### config.mk
export PLATFORM = sky130hd
export DESIGN_NAME = bus_scheduler
export DESIGN_NICKNAME = d
export VERILOG_FILES = /design/src/rtl/mc_bus_pkg.sv /design/src/rtl/bus_scheduler_watchdog.sv /design/src/rtl/bus_scheduler.sv
export SDC_FILE = /design/constraint.sdc
export NUM_CORES = 1
export LEC_CHECK = 0
export ABC_CLOCK_PERIOD_IN_PS = 4430
export BUFFER_PORTS_ARGS = -buffer_cell sky130_fd_sc_hd__buf_2
export CAP_MARGIN = 20
export CORE_ASPECT_RATIO = 0.7
export CORE_MARGIN = 2
export CORE_UTILIZATION = 53
export CTS_CLUSTER_SIZE = 8
export DETAILED_ROUTE_END_ITERATION = 8
export PLACE_DENSITY_LB_ADDON = 0.1
export SLEW_MARGIN = 20
export SYNTH_ARGS = -nofsm -noshare
export SYNTH_HDL_FRONTEND = slang
export SYNTH_SLANG_ARGS = --single-unit
### constraint.sdc
create_clock -name clk_10M -period 4.43 [get_ports clk_10M]
set_input_delay 0.2215 -clock clk_10M [delete_from_list [all_inputs] [get_ports clk_10M]]
set_output_delay 0.2215 -clock clk_10M [all_outputs]
set_load 0.02 [all_outputs]
### src/rtl/mc_bus_pkg.sv
// mc_bus_pkg: shared types and constants for the DRAM bus scheduler.
// Holds the scheduler state encoding, the phase numbers of the slots inside
// an 8-clock CPU cycle, the extension length and a small saturating helper.
package mc_bus_pkg;

  // Scheduler states: normal 8-phase rotation, or phi_0 stretched at phase 3.
  typedef enum logic [0:0] {
    RUN    = 1'b0,
    EXTEND = 1'b1
  } sched_state_e;

  // Phase numbers inside one CPU cycle.
  localparam logic [2:0] PH_VID = 3'd1;  // video DRAM slot
  localparam logic [2:0] PH_EXT = 3'd3;  // extension decision / hold phase
  localparam logic [2:0] PH_CPU = 3'd5;  // CPU DRAM slot
  localparam logic [2:0] PH_END = 3'd7;  // end of cycle, starvation bookkeeping

  // Extension length in clocks and the derived extension-counter constants.
  localparam int unsigned EXT_LEN  = 4;
  localparam logic [1:0]  EXT_LAST = 2'(EXT_LEN - 1);
  localparam logic [1:0]  EXT_VID  = 2'd1;  // extension step that carries the video slot

  // Two-bit saturating increment for the starvation counter.
  function automatic logic [1:0] sat_inc2(input logic [1:0] v);
    return (v == 2'd3) ? v : (v + 2'd1);
  endfunction

endpackage

### src/rtl/bus_scheduler_watchdog.sv
// watchdog: frame-counting CPU watchdog.
// Counts rising edges of (vcnt_i == 0). wd_clear_i zeroes the count and wins
// over a simultaneous frame edge. When WD_FRAMES edges accumulate, the count
// clears and wd_reset_o is driven high for WD_PULSE clocks; a clear during
// the pulse does not shorten it.
// Ports:
//   clk_i       system clock
//   rst_i       asynchronous active-high reset
//   vcnt_i      vertical count, frame boundary when it becomes 0
//   wd_clear_i  one-clock service strobe
//   wd_reset_o  registered CPU reset pulse
module watchdog #(
  parameter int unsigned WD_FRAMES = 8,
  parameter int unsigned WD_PULSE  = 16
) (
  input  logic       clk_i,
  input  logic       rst_i,
  input  logic [7:0] vcnt_i,
  input  logic       wd_clear_i,
  output logic       wd_reset_o
);

  localparam int unsigned   CW         = $clog2(WD_FRAMES + 1);
  localparam int unsigned   PW         = (WD_PULSE > 1) ? $clog2(WD_PULSE) : 1;
  localparam logic [CW-1:0] CNT_LAST   = CW'(WD_FRAMES - 1);
  localparam logic [PW-1:0] PULSE_LAST = PW'(WD_PULSE - 1);

  logic          zero_q, zero_d;
  logic [CW-1:0] cnt_q, cnt_d;
  logic [PW-1:0] pcnt_q, pcnt_d;
  logic          pulse_q, pulse_d;
  logic          frame_edge;
  logic          fire;

  // Frame edge detect, frame counter and pulse stretcher next-state.
  always_comb begin
    zero_d     = (vcnt_i == 8'd0);
    frame_edge = zero_d & ~zero_q;
    cnt_d      = cnt_q;
    fire       = 1'b0;
    pcnt_d     = pcnt_q;
    pulse_d    = pulse_q;

    if (wd_clear_i) begin
      cnt_d = {CW{1'b0}};
    end else if (frame_edge) begin
      if (cnt_q == CNT_LAST) begin
        cnt_d = {CW{1'b0}};
        fire  = 1'b1;
      end else begin
        cnt_d = cnt_q + CW'(1);
      end
    end else begin
      cnt_d = cnt_q;
    end

    // pcnt holds the number of high clocks still owed after the current one.
    if (fire) begin
      pulse_d = 1'b1;
      pcnt_d  = PULSE_LAST;
    end else if (pulse_q) begin
      if (pcnt_q == {PW{1'b0}}) begin
        pulse_d = 1'b0;
      end else begin
        pcnt_d = pcnt_q - PW'(1);
      end
    end else begin
      pulse_d = 1'b0;
    end
  end

  // Watchdog state registers. zero_q resets high so a vcnt of 0 present at
  // reset release is not counted as a frame.
  always_ff @(posedge clk_i or posedge rst_i) begin
    if (rst_i) begin
      zero_q  <= 1'b1;
      cnt_q   <= {CW{1'b0}};
      pcnt_q  <= {PW{1'b0}};
      pulse_q <= 1'b0;
    end else begin
      zero_q  <= zero_d;
      cnt_q   <= cnt_d;
      pcnt_q  <= pcnt_d;
      pulse_q <= pulse_d;
    end
  end

  assign wd_reset_o = pulse_q;

endmodule

### src/rtl/bus_scheduler.sv
// bus_scheduler: CPU phase clock generator and DRAM arbiter.
// An 8-clock CPU cycle (phase ph 0..7) carries a video slot at ph 1 and a CPU
// slot at ph 5. A video requester starved for STARVE_LIMIT cycles causes a
// 4-clock stretch of phi_0 at ph 3 that carries an extra video slot.
// Ports:
//   clk_10M, reset            clock, asynchronous active-high reset
//   vcnt, wd_clear            watchdog inputs (frame count, service strobe)
//   cpu_addr, cpu_rw          CPU bus request (cpu_rw = 1 read)
//   vid_req, vid_addr         video fetch request and address
//   s_phi_x, s_phi_extend     phase clock outputs
//   ram_cs, ram_we, ram_addr  DRAM control
//   cpu_ram_sel               DRAM slot owned by the CPU
//   vid_ack                   one-clock video grant
//   wd_reset                  watchdog CPU reset pulse
// All outputs are registered; each output register is loaded with the value
// belonging to the phase being entered, so outputs line up with ph_q.
module bus_scheduler
  import mc_bus_pkg::*;
#(
  parameter logic [15:0] RAM_TOP      = 16'h4000,
  parameter int unsigned STARVE_LIMIT = 2,  // 0..3, starve counter is 2 bits
  parameter int unsigned WD_FRAMES    = 8,
  parameter int unsigned WD_PULSE     = 16
) (
  input  logic        clk_10M,
  input  logic        reset,
  input  logic [7:0]  vcnt,
  input  logic [15:0] cpu_addr,
  input  logic        cpu_rw,
  input  logic        vid_req,
  input  logic [13:0] vid_addr,
  input  logic        wd_clear,
  output logic        s_phi_x,
  output logic        s_phi_extend,
  output logic        ram_cs,
  output logic        ram_we,
  output logic [13:0] ram_addr,
  output logic        cpu_ram_sel,
  output logic        vid_ack,
  output logic        wd_reset
);

  localparam logic [1:0] STARVE_LIM = 2'(STARVE_LIMIT);

  sched_state_e state_q, state_d;
  logic [2:0]   ph_q, ph_d;
  logic [1:0]   ext_q, ext_d;
  logic [1:0]   starve_q, starve_d;
  logic         ack_seen_q, ack_seen_d;
  logic         phi_x_q, phi_x_d;
  logic         phi_ext_q, phi_ext_d;
  logic         ram_cs_q, ram_cs_d;
  logic         ram_we_q, ram_we_d;
  logic [13:0]  ram_addr_q, ram_addr_d;
  logic         cpu_sel_q, cpu_sel_d;
  logic         vid_ack_q, vid_ack_d;

  // Phase sequencing, slot decode for the phase being entered, starvation.
  always_comb begin
    state_d    = state_q;
    ph_d       = ph_q;
    ext_d      = ext_q;
    starve_d   = starve_q;
    ack_seen_d = ack_seen_q;
    phi_x_d    = 1'b0;
    phi_ext_d  = 1'b0;
    ram_cs_d   = 1'b0;
    ram_we_d   = 1'b0;
    ram_addr_d = ram_addr_q;
    cpu_sel_d  = 1'b0;
    vid_ack_d  = 1'b0;

    case (state_q)
      RUN: begin
        if ((ph_q == PH_EXT) && vid_req && (starve_q >= STARVE_LIM)) begin
          state_d = EXTEND;  // ph stays at PH_EXT for the whole stretch
          ext_d   = 2'd0;
        end else begin
          ph_d = ph_q + 3'd1;
        end
      end
      EXTEND: begin
        if (ext_q == EXT_LAST) begin
          state_d = RUN;
          ph_d    = PH_EXT + 3'd1;
          ext_d   = 2'd0;
        end else begin
          ext_d = ext_q + 2'd1;
        end
      end
      default: begin
        state_d = RUN;
        ph_d    = PH_END;
        ext_d   = 2'd0;
      end
    endcase

    if (state_d == EXTEND) begin
      // phi_x low and extend high keeps the combined phi_0 high.
      phi_ext_d = 1'b1;
      if ((ext_d == EXT_VID) && vid_req) begin
        ram_cs_d   = 1'b1;
        ram_addr_d = vid_addr;
        vid_ack_d  = 1'b1;
      end else begin
        vid_ack_d = 1'b0;
      end
    end else begin
      phi_x_d = ~ph_d[2];  // high for ph 0..3
      case (ph_d)
        PH_VID: begin
          if (vid_req) begin
            ram_cs_d   = 1'b1;
            ram_addr_d = vid_addr;
            vid_ack_d  = 1'b1;
          end else begin
            vid_ack_d = 1'b0;
          end
        end
        PH_CPU: begin
          if (cpu_addr < RAM_TOP) begin
            ram_cs_d   = 1'b1;
            cpu_sel_d  = 1'b1;
            ram_addr_d = cpu_addr[13:0];
            ram_we_d   = ~cpu_rw;
          end else if (vid_req) begin
            // CPU is off-DRAM: the slot goes to a pending video fetch.
            ram_cs_d   = 1'b1;
            ram_addr_d = vid_addr;
            vid_ack_d  = 1'b1;
          end else begin
            ram_cs_d = 1'b0;
          end
        end
        default: begin
          ram_cs_d = 1'b0;
        end
      endcase
    end

    // ack_seen remembers a grant earlier in this cycle so a request that was
    // served and then re-raised is not counted as starved at ph 7.
    if (vid_ack_q) begin
      starve_d   = 2'd0;
      ack_seen_d = 1'b1;
    end else if ((state_q == RUN) && (ph_q == PH_END)) begin
      if (vid_req && !ack_seen_q) begin
        starve_d = sat_inc2(starve_q);
      end else begin
        starve_d = starve_q;
      end
      ack_seen_d = 1'b0;
    end else begin
      starve_d = starve_q;
    end
  end

  // Scheduler state and registered outputs; reset aborts any extension.
  always_ff @(posedge clk_10M or posedge reset) begin
    if (reset) begin
      state_q    <= RUN;
      ph_q       <= PH_END;
      ext_q      <= 2'd0;
      starve_q   <= 2'd0;
      ack_seen_q <= 1'b0;
      phi_x_q    <= 1'b0;
      phi_ext_q  <= 1'b0;
      ram_cs_q   <= 1'b0;
      ram_we_q   <= 1'b0;
      ram_addr_q <= 14'd0;
      cpu_sel_q  <= 1'b0;
      vid_ack_q  <= 1'b0;
    end else begin
      state_q    <= state_d;
      ph_q       <= ph_d;
      ext_q      <= ext_d;
      starve_q   <= starve_d;
      ack_seen_q <= ack_seen_d;
      phi_x_q    <= phi_x_d;
      phi_ext_q  <= phi_ext_d;
      ram_cs_q   <= ram_cs_d;
      ram_we_q   <= ram_we_d;
      ram_addr_q <= ram_addr_d;
      cpu_sel_q  <= cpu_sel_d;
      vid_ack_q  <= vid_ack_d;
    end
  end

  watchdog #(
    .WD_FRAMES (WD_FRAMES),
    .WD_PULSE  (WD_PULSE)
  ) u_watchdog (
    .clk_i      (clk_10M),
    .rst_i      (reset),
    .vcnt_i     (vcnt),
    .wd_clear_i (wd_clear),
    .wd_reset_o (wd_reset)
  );

  assign s_phi_x      = phi_x_q;
  assign s_phi_extend = phi_ext_q;
  assign ram_cs       = ram_cs_q;
  assign ram_we       = ram_we_q;
  assign ram_addr     = ram_addr_q;
  assign cpu_ram_sel  = cpu_sel_q;
  assign vid_ack      = vid_ack_q;

endmodule
==> results of run 1 <==
==> cell usage in the layout (no fill, tap or decap), types with 2 or more instances in the layout <==
master,n
buf_2,63
dfrtp_1,34
nand2_1,17
a221o_1,14
and3_1,13
inv_1,10
nor2_1,9
ha_1,8
clkbuf_8,5
nor3_1,4
xnor2_1,4
dfstp_2,4
o211ai_1,3
o21ai_0,3
mux2i_1,3
or3_1,2
or4_1,2
o31ai_1,2
nand3_1,2
a21oi_1,2
nor4_1,2
clkinv_2,2
buf_4,2
==> flip-flops by register name (all words and copies together) (netlist names), 2 cells and up <==
register and cells:
ram_addr 14, u_watchdog.cnt_q 4, u_watchdog.pcnt_q 4, ph_q 3, ext_q 2, starve_q 2
==> cell families (layout without fill, tap and decap cells) <==
| logic type | after synthesis | count (layout) | share of synthesized area (%) |
|---|---|---|---|
| compound gates | 33 | 33 | 15.2 |
| xor+xnor | 5 | 5 | 2.39 |
| fa+ha+maj | 8 | 8 | 5.47 |
| buf+inv | 15 | 83 | 4.10 |
| flops | 38 | 38 | 52.3 |
| mux | 3 | 3 | 1.64 |
| simple gates | 62 | 62 | 18.9 |
==> final timing paths <==
kind | from | end | slack [ns] | cells past startpoint
max | ph_q[0] | ram_addr[2] | 2.02 | 5
min | reset | u_watchdog.pcnt_q[2] | 0.02 | 3
max reg2reg | ph_q[0] | ram_addr[2] | 2.02 | 5
min reg2reg | ack_seen_q | ack_seen_q | 0.49 | 1
max in group asynchronous | reset | ph_q[2] | 4.06 | 3
min in group clk_10M | cpu_rw | ram_we | 0.07 | 2
==> through the flow <==
| stage | util [%] | setup WS [ns] | hold slack, ns |
|---|---|---|---|
| 2_1_floorplan | - | 2.26 | 0.288 |
| 4_1_cts | 70.0 | 2.04 | 0.0294 |
| 5_1_grt | 70.0 | 1.88 | 0.0740 |
| 3_3_place_gp | 67.5 | 2.18 | 0.348 |
| 6_report | 70.0 | 2.02 | 0.0206 |
| 3_5_place_dp | 67.5 | 2.06 | 0.354 |
==> critical path: cells and delay by family (launching register included) <==
| family | cells | cell delay (ns) |
|---|---|---|
| simple gates | 2 | 0.80 |
| fa+ha+maj | 1 | 0.25 |
| compound gates | 2 | 0.67 |
| flops | 1 | 0.57 |
==> power by group through the flow <==
stage / Clock (mW) / Sequential [mW] / Combinational (mW)
after floorplan: 0 / 0.603 / 0.346
after global placement: 0 / 0.531 / 0.530
after detailed placement: 0 / 0.539 / 0.554
after CTS: 0.235 / 0.533 / 0.556
after global routing: 0.245 / 0.546 / 0.614
final: 0.231 / 0.534 / 0.552
==> cell type report <==
type	count	area [um^2]	area share, %
well taps	47	58.8	2.60
clock buffers	6	72.6	3.21
repair buffers	65	330	14.6
flip-flops and latches	38	956	42.2
clock inverters	2	10.0	0.442
inverters	10	37.5	1.66
multi-input cells	111	798	35.3
==> per-layer routing <==
metal	routed length, um	GRT usage, %
met1	1890	30.6
met2	1800	37.1
met3	301	5.33
met4	74	11.6
met5	0	0
==> flow_metrics.tcl, run 1 <==
set metrics [dict create \
    grt_max_degree 39 \
    cts_buffers 5 \
    nets 282 \
    power_switching_mw 0.514 \
    portBuffers 63 \
    cts.path.max_buffers 2 \
    fmax_mhz 415 \
    crit_arrival_ns 2.58 \
    finalSetupTns_ns 0 \
    post_cts_resized 0 \
    stdcell_area_um2 2260 \
    synthArstFlopShare_pct 100 \
    yosysTopAreaCellShare_pct 46.5 \
    die_h_um 53.2 \
    io_pins 64 \
    dp_hpwl_um 3000 \
    worst_clock_skew_ns 0.00399 \
    via_per_inst 5.57 \
    dieArea_um2 3950 \
    combPwrFrac_pct 41.9 \
    grt_pass1_wl_um 6680 \
    clockPowerShare_pct 17.5 \
    rows 17 \
    final_max_slew_viol_count 0 \
    first_pass_iters 4 \
    gp_congestion 0.838 \
    yosysUniqueCellTypes 43 \
    cts_tree "done" \
    drive_gt1_share_pct 35.8 \
    cp-end-kind "flop" \
    cp_max_fo 18 \
    postCtsSetupRepairBufs 0 \
    power_leakage_nw 1.21 \
    overflow 0 \
    netlist_area_um2 1830 \
    synth_common_cells "dfrtp_1 (34), nand2_1 (17), a221o_1 (14), and3_1 (13), inv_1 (10)" \
    die_x_um 74.2 \
    clkSlewWorstSetupHoldPaths_ns 0.07 \
    place_area_um2 2180 \
    core_um2 3230 \
    cts_sinks 38 \
    ys_seq_elements 38 \
    first_global_vias 1438 \
    start_kind "flop" \
    hp-class "in2async" \
    crit_chain "ha_1 -> or3_1 -> nor2_2 -> o21bai_2 -> a221o_1" \
    power-per-cell-area_nw_per_um2 581 \
    synth_flop_cell "dfrtp_1" \
    syn_inst 164 \
    ctsHoldBuffers 0 \
    ir_drop_mv 0.375 \
    max_slew_margin_pct 62.1 \
    insertion_delay_ns 0.29 \
    antenna_found_initial 0 \
    tightest_slew_ns 0.569 \
    synthToLayoutAreaGrowth_pct 23.7 \
    outcome "completed" \
    dp.cells 271 \
    crit_path_top_delay_cell "dfstp_2" \
    synth_edf_count 0 \
    crit_required_ns 4.61 \
    fin_crit_sh_pct 54.3 \
    avgSynthCellArea_um2 11.2 \
    criticalPathCategory "reg2reg" \
    cts_root_buffer "clkbuf_8" \
    nFillCells 253 \
    yosysWarnings 0 \
    layoutNonFillerInstCount 279 \
    p_sw_share_pct 39.1 \
    grt_use_total_pct 23.5 \
    vias 1553 \
    drt_iter0_drc 111 \
    final_hold_viol_count 0 \
    pwr-share-seq_pct 40.6 \
    ctsHtreeMaxLevel 2 \
    maxCapViolCount 0 \
    yosysTopAreaCell "dfrtp_1" \
    internal_power_mw 0.802 \
    drc 0 \
    rsz0062_at_grt "no" \
    yosys.cell_count.top_type "dfrtp_1" \
    synth-seq-area-share_pct 52.3 \
    synth_area_leaders "dfrtp_1 (47%), a221o_1 (7.7%), dfstp_2 (5.7%)" \
    ant_nets 0 \
    power.total_mw 1.32 \
    antenna_cells 0 \
    drt_wl_total_um 4060 \
    wire_per_inst_um 14.5 \
    min_period_ns 2.41 \
    setup_viol_count_final 0 \
    cpPeakStageDelay_ns 0.57 \
    initial_utilization_pct 56.6 \
    synth_nets 215 \
]
Power figures use the tool's default switching activity.
==> run 2: changes to the inputs <==
--- a/config.mk
+++ b/config.mk
@@ -5,12 +5,12 @@
 export SDC_FILE = /design/constraint.sdc
 export NUM_CORES = 1
 export LEC_CHECK = 0
-export ABC_CLOCK_PERIOD_IN_PS = 4430
+export ABC_CLOCK_PERIOD_IN_PS = 2100
 export BUFFER_PORTS_ARGS = -buffer_cell sky130_fd_sc_hd__buf_2
 export CAP_MARGIN = 20
 export CORE_ASPECT_RATIO = 0.7
 export CORE_MARGIN = 2
-export CORE_UTILIZATION = 53
+export CORE_UTILIZATION = 44
 export CTS_CLUSTER_SIZE = 8
 export DETAILED_ROUTE_END_ITERATION = 8
 export PLACE_DENSITY_LB_ADDON = 0.1
==> constraint.sdc (replaced) <==
create_clock -name clk_10M -period 2.1 [get_ports clk_10M]
set_input_delay 0.105 -clock clk_10M [delete_from_list [all_inputs] [get_ports clk_10M]]
set_output_delay 0.105 -clock clk_10M [all_outputs]
set_load 0.02 [all_outputs]
==> run 2 against run 1 <==
Effect of this change: final cell count increased by 5.4%; register-to-register slack got worse by 2.0 ns; hold slack improved by 0.027 ns; global-route usage decreased by 4.3 points; clock skew increased by 0.00098 ns; clock power increased to 2.6 times the previous value; power increased by 140%; die area increased by 19%; sequential share of layout area decreased by 3.0 points; utilization decreased by 8.2 points.
==> flow_metrics.tcl, run 2 (synthesis gave the netlist of run 1 again) <==
set metrics [dict create \
    outcome "completed" \
    cts.path.max_buffers 2 \
    drt_wl_total_um 4250 \
    antenna_found_initial 0 \
    internal_power_mw 1.96 \
    worst_clock_skew_ns 0.00497 \
    combPwrFrac_pct 45.0 \
    dieArea_um2 4700 \
    gp_congestion 0.801 \
    nFillCells 337 \
    pwr-share-seq_pct 35.6 \
    first_pass_iters 4 \
    dp.cells 279 \
    core_um2 3950 \
    ctsHtreeMaxLevel 2 \
    synthToLayoutAreaGrowth_pct 33.2 \
    power_leakage_nw 1.28 \
    grt_max_degree 39 \
    cpLargestDelayFamily "simple AND/OR/NAND/NOR gates" \
    hold_ws_ns 0.0475 \
    power_switching_mw 1.17 \
    seq_area_um2 956 \
    cts_tree "done" \
    crit_path_top_delay_cell "dfstp_2" \
    overflow 0 \
    final_max_slew_viol_count 0 \
    layout_commonest_cell "buf_2" \
    r2r_slack_ns 0.06 \
    nets 292 \
    place_area_um2 2250 \
    setup_viol_count_final 0 \
    first_global_vias 1461 \
    dp_hpwl_um 2950 \
    min_period_ns 2.04 \
    drt_iter0_drc 50 \
    cts_sinks 38 \
    stdcell_area_um2 2440 \
    wire_per_inst_um 14.5 \
    setup_ws_ns 0.0610 \
    cp-end-kind "flop" \
    insertion_delay_ns 0.29 \
    place_ws_ns 0.0175 \
    via_per_inst 5.29 \
    max_slew_margin_pct 66.5 \
    portBuffers 63 \
    vias 1554 \
    initial_utilization_pct 46.4 \
    p_sw_share_pct 37.4 \
    crit_chain "ha_4 -> or3_1 -> nor2_4 -> buf_4 -> nor2_1 -> a221o_1" \
    cts_buffers 5 \
    finalSetupTns_ns 0 \
    start_kind "flop" \
    cp_max_fo 16 \
    hp-class "in2reg" \
    tightest_slew_ns 0.498 \
    criticalPathCategory "reg2reg" \
    io_pins 64 \
    largest_reg_flops 14 \
    ant_nets 0 \
    drc 0 \
    antenna_cells 0 \
    layout_common_cells "buf_2 (63), dfrtp_1 (34), nand2_1 (17), a221o_1 (14), and3_1 (13)" \
    ir_drop_mv 0.645 \
    clkSlewWorstSetupHoldPaths_ns 0.08 \
    grt_use_total_pct 19.2 \
    cts_root_buffer "clkbuf_8" \
    rows 19 \
    grt_pass1_wl_um 6690 \
    cpPeakStageDelay_ns 0.57 \
    clockPowerShare_pct 19.4 \
    critPathBufInv 1 \
    power.total_mw 3.12 \
    drive_gt1_share_pct 39.3 \
    fmax_mhz 490 \
    multiInputGateArea_um2 867 \
    power-per-cell-area_nw_per_um2 1280 \
    final_hold_viol_count 0 \
    final_util_pct 61.8 \
    layoutNonFillerInstCount 294 \
    fin_crit_sh_pct 97.1 \
    die_x_um 81.1 \
    crit_required_ns 2.27 \
    crit_arrival_ns 2.21 \
    die_h_um 57.9 \
    maxCapViolCount 0 \
]
run 2: cell types whose count changed in the layout (fill, tap and decap cells not counted), sizes merged:
cell | previous run | this run
bufinv | 0 | 1
a31o | 1 | 2
clkbuf | 6 | 5
dlygate4sd3 | 0 | 2
buf | 65 | 72
run 2: path summary, 6_finish.rpt:
| path | start | cells after the start | to |
|---|---|---|---|
| max | ph_q[1] | 6 | ram_addr[12] |
| min | vid_addr[3] | 2 | ram_addr[3] |
| max reg2reg | ph_q[1] | 6 | ram_addr[12] |
| min reg2reg | ack_seen_q | 1 | ack_seen_q |
| max in group asynchronous | reset | 4 | ph_q[2] |
| min in group asynchronous | reset | 4 | starve_q[0] |
run 2: power by group through the flow:
stage | logic (mW) | registers (mW) | clock network, mW
floorplan | 0.782 | 1.28 | 0
global placement | 1.23 | 1.12 | 0
detailed placement | 1.29 | 1.13 | 0
CTS | 1.40 | 1.11 | 0.619
global route | 1.55 | 1.14 | 0.664
finish | 1.40 | 1.11 | 0.607
run 2: routing by layer:
metal / wire length [um] / global-route usage [%]
met1: 1940 / 24.4
met3: 273 / 5.45
met5: 0 / 0
met2: 1990 / 31.2
met4: 46 / 7.99
run 2: worst reg2reg max path, cell delays in order, from the launching register on:
cell,delay (ns)
dfstp_2,0.57
ha_4,0.21
or3_1,0.37
nor2_4,0.20
buf_4,0.23
nor2_1,0.06
a221o_1,0.29
run 2: repair_timing:
| action | CTS | global route |
|---|---|---|
| hold buffers | 2 | 0 |
| gates resized for setup | 3 | 0 |
| hold endpoints to repair | 35 | 0 |
| gates cloned | 1 | 0 |
| pin swaps | 1 | 6 |
| buffers inserted | 2 | 2 |
| setup endpoints to repair | 1 | 14 |
run 2: final cells by class:
class                   count  area share [%]
multi-input cells         112            35.6
well taps                  52            2.67
inverters                  10            1.54
clock buffers               5            2.82
clock inverters             3            1.64
flip-flops and latches     38            39.2
repair buffers             74            16.5
